### config.mk
export PLATFORM = sky130hd
export DESIGN_NAME = cu_instr_encoder
export DESIGN_NICKNAME = d
export VERILOG_FILES = /design/src/rtl/cu_enc_pkg.sv /design/src/rtl/cu_enc_word.sv /design/src/rtl/cu_instr_encoder.sv
export SDC_FILE = /design/constraint.sdc
export NUM_CORES = 1
export LEC_CHECK = 0
export BUFFER_PORTS_ARGS = -buffer_cell sky130_fd_sc_hd__buf_2
export CORE_ASPECT_RATIO = 0.9
export CORE_MARGIN = 2
export CORE_UTILIZATION = 50
export CTS_CLUSTER_DIAMETER = 200
export DETAILED_ROUTE_END_ITERATION = 7
export GPL_ROUTABILITY_DRIVEN = 0
export GPL_TIMING_DRIVEN = 0
export PLACE_DENSITY = 0.82
export SYNTH_ARGS = -nofsm -noshare
export SYNTH_HDL_FRONTEND = slang
export SYNTH_SLANG_ARGS = --single-unit
export TNS_END_PERCENT = 30
### constraint.sdc
create_clock -name clk -period 7.2 [get_ports clk]
set_input_delay 0.36 -clock clk [delete_from_list [all_inputs] [get_ports clk]]
set_output_delay 0.36 -clock clk [all_outputs]
set_load 0.02 [all_outputs]
### src/rtl/cu_enc_pkg.sv
// Shared types and field constants for the control-unit instruction encoder.
package cu_enc_pkg;

  typedef enum logic [2:0] {
    K_DP_REG = 3'd0,
    K_DP_IMM = 3'd1,
    K_STR    = 3'd2,
    K_LDR    = 3'd3,
    K_B      = 3'd4
  } kind_e;

  localparam logic [1:0] OP_DP  = 2'b00;
  localparam logic [1:0] OP_MEM = 2'b01;
  localparam logic [1:0] OP_BR  = 2'b10;

  localparam logic [5:0] FN_STR = 6'b011000;
  localparam logic [5:0] FN_LDR = 6'b011001;

  typedef enum logic [1:0] {
    S_IDLE = 2'd0,
    S_ENC  = 2'd1,
    S_WR   = 2'd2,
    S_FULL = 2'd3
  } state_e;

  typedef struct packed {
    logic [2:0]  kind;
    logic [3:0]  cond;
    logic [3:0]  cmd;
    logic        s;
    logic [3:0]  rn;
    logic [3:0]  rd;
    logic [3:0]  rm;
    logic [23:0] imm;
  } req_t;

endpackage

### src/rtl/cu_enc_word.sv
// Combinational packer: latched request fields -> 32-bit ARM-format word plus illegal-kind flag.
module cu_enc_word
  import cu_enc_pkg::*;
(
  input  req_t        req,
  output logic [31:0] word,
  output logic        illegal
);

  always_comb begin
    word    = '0;
    illegal = 1'b0;
    case (req.kind)
      K_DP_REG: word = {req.cond, OP_DP, 1'b0, req.cmd, req.s, req.rn, req.rd, 8'h00, req.rm};
      K_DP_IMM: word = {req.cond, OP_DP, 1'b1, req.cmd, req.s, req.rn, req.rd, req.imm[11:0]};
      K_STR:    word = {req.cond, OP_MEM, FN_STR, req.rn, req.rd, req.imm[11:0]};
      K_LDR:    word = {req.cond, OP_MEM, FN_LDR, req.rn, req.rd, req.imm[11:0]};
      K_B:      word = {req.cond, OP_BR, 2'b10, req.imm[23:0]};
      default:  illegal = 1'b1;
    endcase
  end

endmodule

### src/rtl/cu_instr_encoder.sv
// Request handshake, encode FSM and sequential instruction-memory writer.
// Optional CU_ENC_CHECK_EN adds chk_err: Op/Funct re-decode of the word being written.
module cu_instr_encoder
  import cu_enc_pkg::*;
#(
  parameter int ADDR_W = 6,
  parameter int DEPTH  = 64
) (
  input  logic              clk,
  input  logic              rst,
  input  logic              clear,
  input  logic              req_valid,
  output logic              req_ready,
  input  logic [2:0]        req_kind,
  input  logic [3:0]        req_cond,
  input  logic [3:0]        req_cmd,
  input  logic              req_s,
  input  logic [3:0]        req_rn,
  input  logic [3:0]        req_rd,
  input  logic [3:0]        req_rm,
  input  logic [23:0]       req_imm,
  output logic              im_we,
  output logic [ADDR_W-1:0] im_addr,
  output logic [31:0]       im_wdata,
  input  logic              im_wr_ready,
  output logic              enc_err,
  output logic              full,
  output logic [ADDR_W:0]   word_count
`ifdef CU_ENC_CHECK_EN
  ,
  output logic              chk_err
`endif
);

  state_e      state;
  req_t        req_q;
  logic [31:0] enc_word;
  logic        enc_illegal;

  cu_enc_word u_word (
    .req     (req_q),
    .word    (enc_word),
    .illegal (enc_illegal)
  );

`ifdef CU_ENC_CHECK_EN
  // Mirrors the main decoder's view of Op/Funct for the word on the bus.
  logic chk_bad;
  always_comb begin
    chk_bad = 1'b0;
    case (im_wdata[27:26])
      OP_DP:   chk_bad = im_wdata[25] != (req_q.kind == K_DP_IMM);
      OP_MEM:  chk_bad = im_wdata[20] != (req_q.kind == K_LDR);
      OP_BR:   chk_bad = req_q.kind != K_B;
      default: chk_bad = 1'b0;
    endcase
  end
`endif

  always_ff @(posedge clk or posedge rst) begin
    if (rst) begin
      state      <= S_IDLE;
      req_q      <= '0;
      req_ready  <= 1'b1;
      im_we      <= 1'b0;
      im_addr    <= '0;
      im_wdata   <= '0;
      enc_err    <= 1'b0;
      full       <= 1'b0;
      word_count <= '0;
`ifdef CU_ENC_CHECK_EN
      chk_err    <= 1'b0;
`endif
    end else if (clear) begin
      state      <= S_IDLE;
      req_ready  <= 1'b1;
      im_we      <= 1'b0;
      im_addr    <= '0;
      enc_err    <= 1'b0;
      full       <= 1'b0;
      word_count <= '0;
`ifdef CU_ENC_CHECK_EN
      chk_err    <= 1'b0;
`endif
    end else begin
      enc_err <= 1'b0;
      case (state)
        S_IDLE: if (req_valid) begin
          req_q     <= '{kind: req_kind, cond: req_cond, cmd: req_cmd, s: req_s,
                         rn: req_rn, rd: req_rd, rm: req_rm, imm: req_imm};
          req_ready <= 1'b0;
          state     <= S_ENC;
        end
        S_ENC: begin
          im_wdata <= enc_word;
          if (enc_illegal) begin
            enc_err   <= 1'b1;
            req_ready <= 1'b1;
            state     <= S_IDLE;
          end else begin
            im_we <= 1'b1;
            state <= S_WR;
          end
        end
        S_WR: begin
`ifdef CU_ENC_CHECK_EN
          if (chk_bad) chk_err <= 1'b1;
`endif
          if (im_wr_ready) begin
            im_we      <= 1'b0;
            word_count <= word_count + (ADDR_W+1)'(1);
            // Last slot: address holds so it never wraps back over word 0.
            if (im_addr == ADDR_W'(DEPTH-1)) begin
              full  <= 1'b1;
              state <= S_FULL;
            end else begin
              im_addr   <= im_addr + ADDR_W'(1);
              req_ready <= 1'b1;
              state     <= S_IDLE;
            end
          end
        end
        S_FULL: ;
        default: state <= S_IDLE;
      endcase
    end
  end

endmodule

==> out/metrics.yaml <==
run_status:
  status: "finished clean"
clock_network:
  root_buffer: "clkbuf_8"
  clockBufferDepth: 2
  cts_tree: "built"
  postCtsSetupRepairBufs: 0
  htree_levels: 3
  holdBufCountCts: 0
  cts.sinks: 99
  numCtsBuffers: 9
  post_cts_resized: 0
  insertion_delay_ns: 0.36
  cts.clk_slew.worst_paths_ns: 0.09
synthesis:
  yosysUniqueCellTypes: 47
  synthesis.nets: 404
  post-synth-top-count-cell: "dfrtp_1"
  synth_commonest_cells: "dfrtp_1 (98), mux2_2 (53), nand2_1 (29)"
  synthArstFlopShare: 1.000
  synth.largest_area_cell: "dfrtp_1"
  synth_ff_type: "dfrtp_1"
  syn_inst: 346
  yosysSeqAreaShare: 0.5806
  syn_area_um2: 4269
  syn_area_per_cell_um2: 12.34
  synth_top_area_share: 0.5744
  ys_warn_count: 0
  synth_top_cells_by_area: "dfrtp_1 (57%), mux2_2 (14%), a22o_1 (2.9%)"
  synth_edf_count: 0
  ys_seq_elements: 99
finish:
  nets: 517
  final_util: 0.6293
  fillers: 684
  drive_gt1_frac: 0.4224
  area_delta_synth_final_pct: 20.63
  antenna_cells: 0
  seq_area_um2: 2479
  multiInputGateArea_um2: 1645
timing:
  rsz0062_at_grt: "no"
  slew_violations: 0
  skew_ns: 0.01563
  tightest_slew_ns: 0.6948
  fin_crit_sh: 0.2649
  relSlewSlack: 0.5348
  hold_slack_ns: 0.06149
  worst_slack_ns: 5.293
  period_minus_slack_ns: 1.907
  fmax_ghz: 0.5243
  hold_violations: 0
  tns_ns: 0
  setup_viol: 0
drt:
  wirelength_um: 9157
  drc: 0
  drtIter0Drc: 91
  vias: 3034
  drt_first_pass_iters: 4
  postRouteAntennaNets: 0
  wl_per_cell_um: 15.82
  vias_per_cell: 5.240
pwr:
  p_per_area_nw_per_um2: 392.8
  ir_drop_uv: 189.1
  p_leak_uw: 0.002479
hold_path:
  holdCritPathClass: "in -> async"
worst_setup_path:
  crit_required_ns: 7.45
  slowest_stage: "clkbuf_1"
  cp_top_family: "buffers and inverters"
  critPathBufInv: 3
  startpoint_type: "flop"
  crit_path_end_kind: "flop"
  crit_arrival_ns: 2.16
  crit_type: "reg -> reg"
  slowest_delay_ns: 0.49
  cp_cell_sequence: "inv_1 -> ha_1 -> nand2b_1 -> buf_2 -> clkbuf_1 -> mux2_2"
  crit_fanout: 10
job:
  cap_viol_max_count: 0
die:
  core_area_um2: 8184
  rows: 31
  ioPinCount: 102
  initial_core_util: 0.5216
  die_w_um: 101.4
  die_h_um: 91.66
  die_area_um2: 9294
global_route:
  antenna_found_initial: 0
  grt_start_max_net_pins: 55
  track_usage: 0.2102
  gr-total-overflow: 0
  first_global_vias: 3065
  grt_pass1_wl_um: 15080
placed_design:
  dp_hpwl_um: 6661
  dp_slack_ns: 5.252
  io_buffers: 101
[through the flow]
step	area, µm²	total power, µW	std cells
3_3_place_gp	4918	1640	562
2_1_floorplan	4269	1446	346
6_report	5150	2023	579
3_5_place_dp	4949	1682	563
4_1_cts	5150	2041	579
5_1_grt	5150	2164	579
[final timing paths]
kind | start | to | slack (ns) | depth (start not counted)
worst max-delay path | state[1]$_DFFE_PP0P_ | im_wdata[27]$_DFFE_PP0P_ | 5.29 | 6
worst min-delay path | rst | im_wdata[27]$_DFFE_PP0P_ | 0.06 | 2
worst max register to register | state[1]$_DFFE_PP0P_ | im_wdata[27]$_DFFE_PP0P_ | 5.29 | 6
worst min register to register | im_wdata[24]$_DFFE_PP0P_ | im_wdata[24]$_DFFE_PP0P_ | 0.48 | 2
max in group asynchronous | rst | im_wdata[13]$_DFFE_PP0P_ | 6.48 | 3
min in group clk | req_cond[2] | req_q[43]$_DFFE_PP0P_ | 0.22 | 2
[cell families after synthesis]
group,after synthesis,share of synthesized area
compound gates,66,0.1055
flops,99,0.5806
fa+ha+maj,5,0.01465
xor+xnor,10,0.02051
mux,55,0.1445
buf+inv,28,0.03400
simple gates,83,0.1002
[sequential cells by signal, indices dropped and copies added (netlist names), 2 cells and up]
register    count
word_count      7
im_wdata       32
im_addr         6
req_q          48
state           2
[layout by cell type (no fill, tap or decap), drive strengths merged, types with 2 or more instances in the layout]
| master | count |
|---|---|
| nor3b | 5 |
| clkbuf | 18 |
| a21oi | 18 |
| nor2 | 19 |
| inv | 6 |
| o22ai | 2 |
| nand3b | 2 |
| o31ai | 4 |
| and2 | 2 |
| nand2b | 4 |
| o21ai | 18 |
| buf | 118 |
| nand2 | 30 |
| nand4 | 2 |
| dfrtp | 98 |
| a22o | 14 |
| ha | 5 |
| xor2 | 5 |
| and3 | 3 |
| xnor2 | 5 |
| mux2 | 53 |
| clkinv | 2 |
| mux2i | 2 |
| a31oi | 4 |
| nor2b | 11 |
[layer usage]
layer | vias to the layer above | part of all wire | global-route usage
met5 | - | 0 | 0
met4 | 0 | 0.0094 | 0.05631
met3 | 9 | 0.070 | 0.06098
met2 | 106 | 0.49 | 0.3427
met1 | 1488 | 0.43 | 0.2749
li1 | 1431 | - | -
[final cells by class]
type | instances | area share
plain buffers | 23 | 0.02454
clock inverters | 5 | 0.01166
multi-input cells | 219 | 0.3195
repair buffers | 102 | 0.1035
flip-flops and latches | 99 | 0.4813
clock buffers | 11 | 0.02745
well taps | 115 | 0.02794
inverters | 5 | 0.004130
[where the power goes]
part           total, µW  internal, µW  switching (µW)  leakage [µW]
Clock                359           172             187     0.0000999
Sequential           896           781             115       0.00124
Combinational        768           350             418       0.00114
Total               2020          1300             720       0.00248
Power figures use the tool's default switching activity.
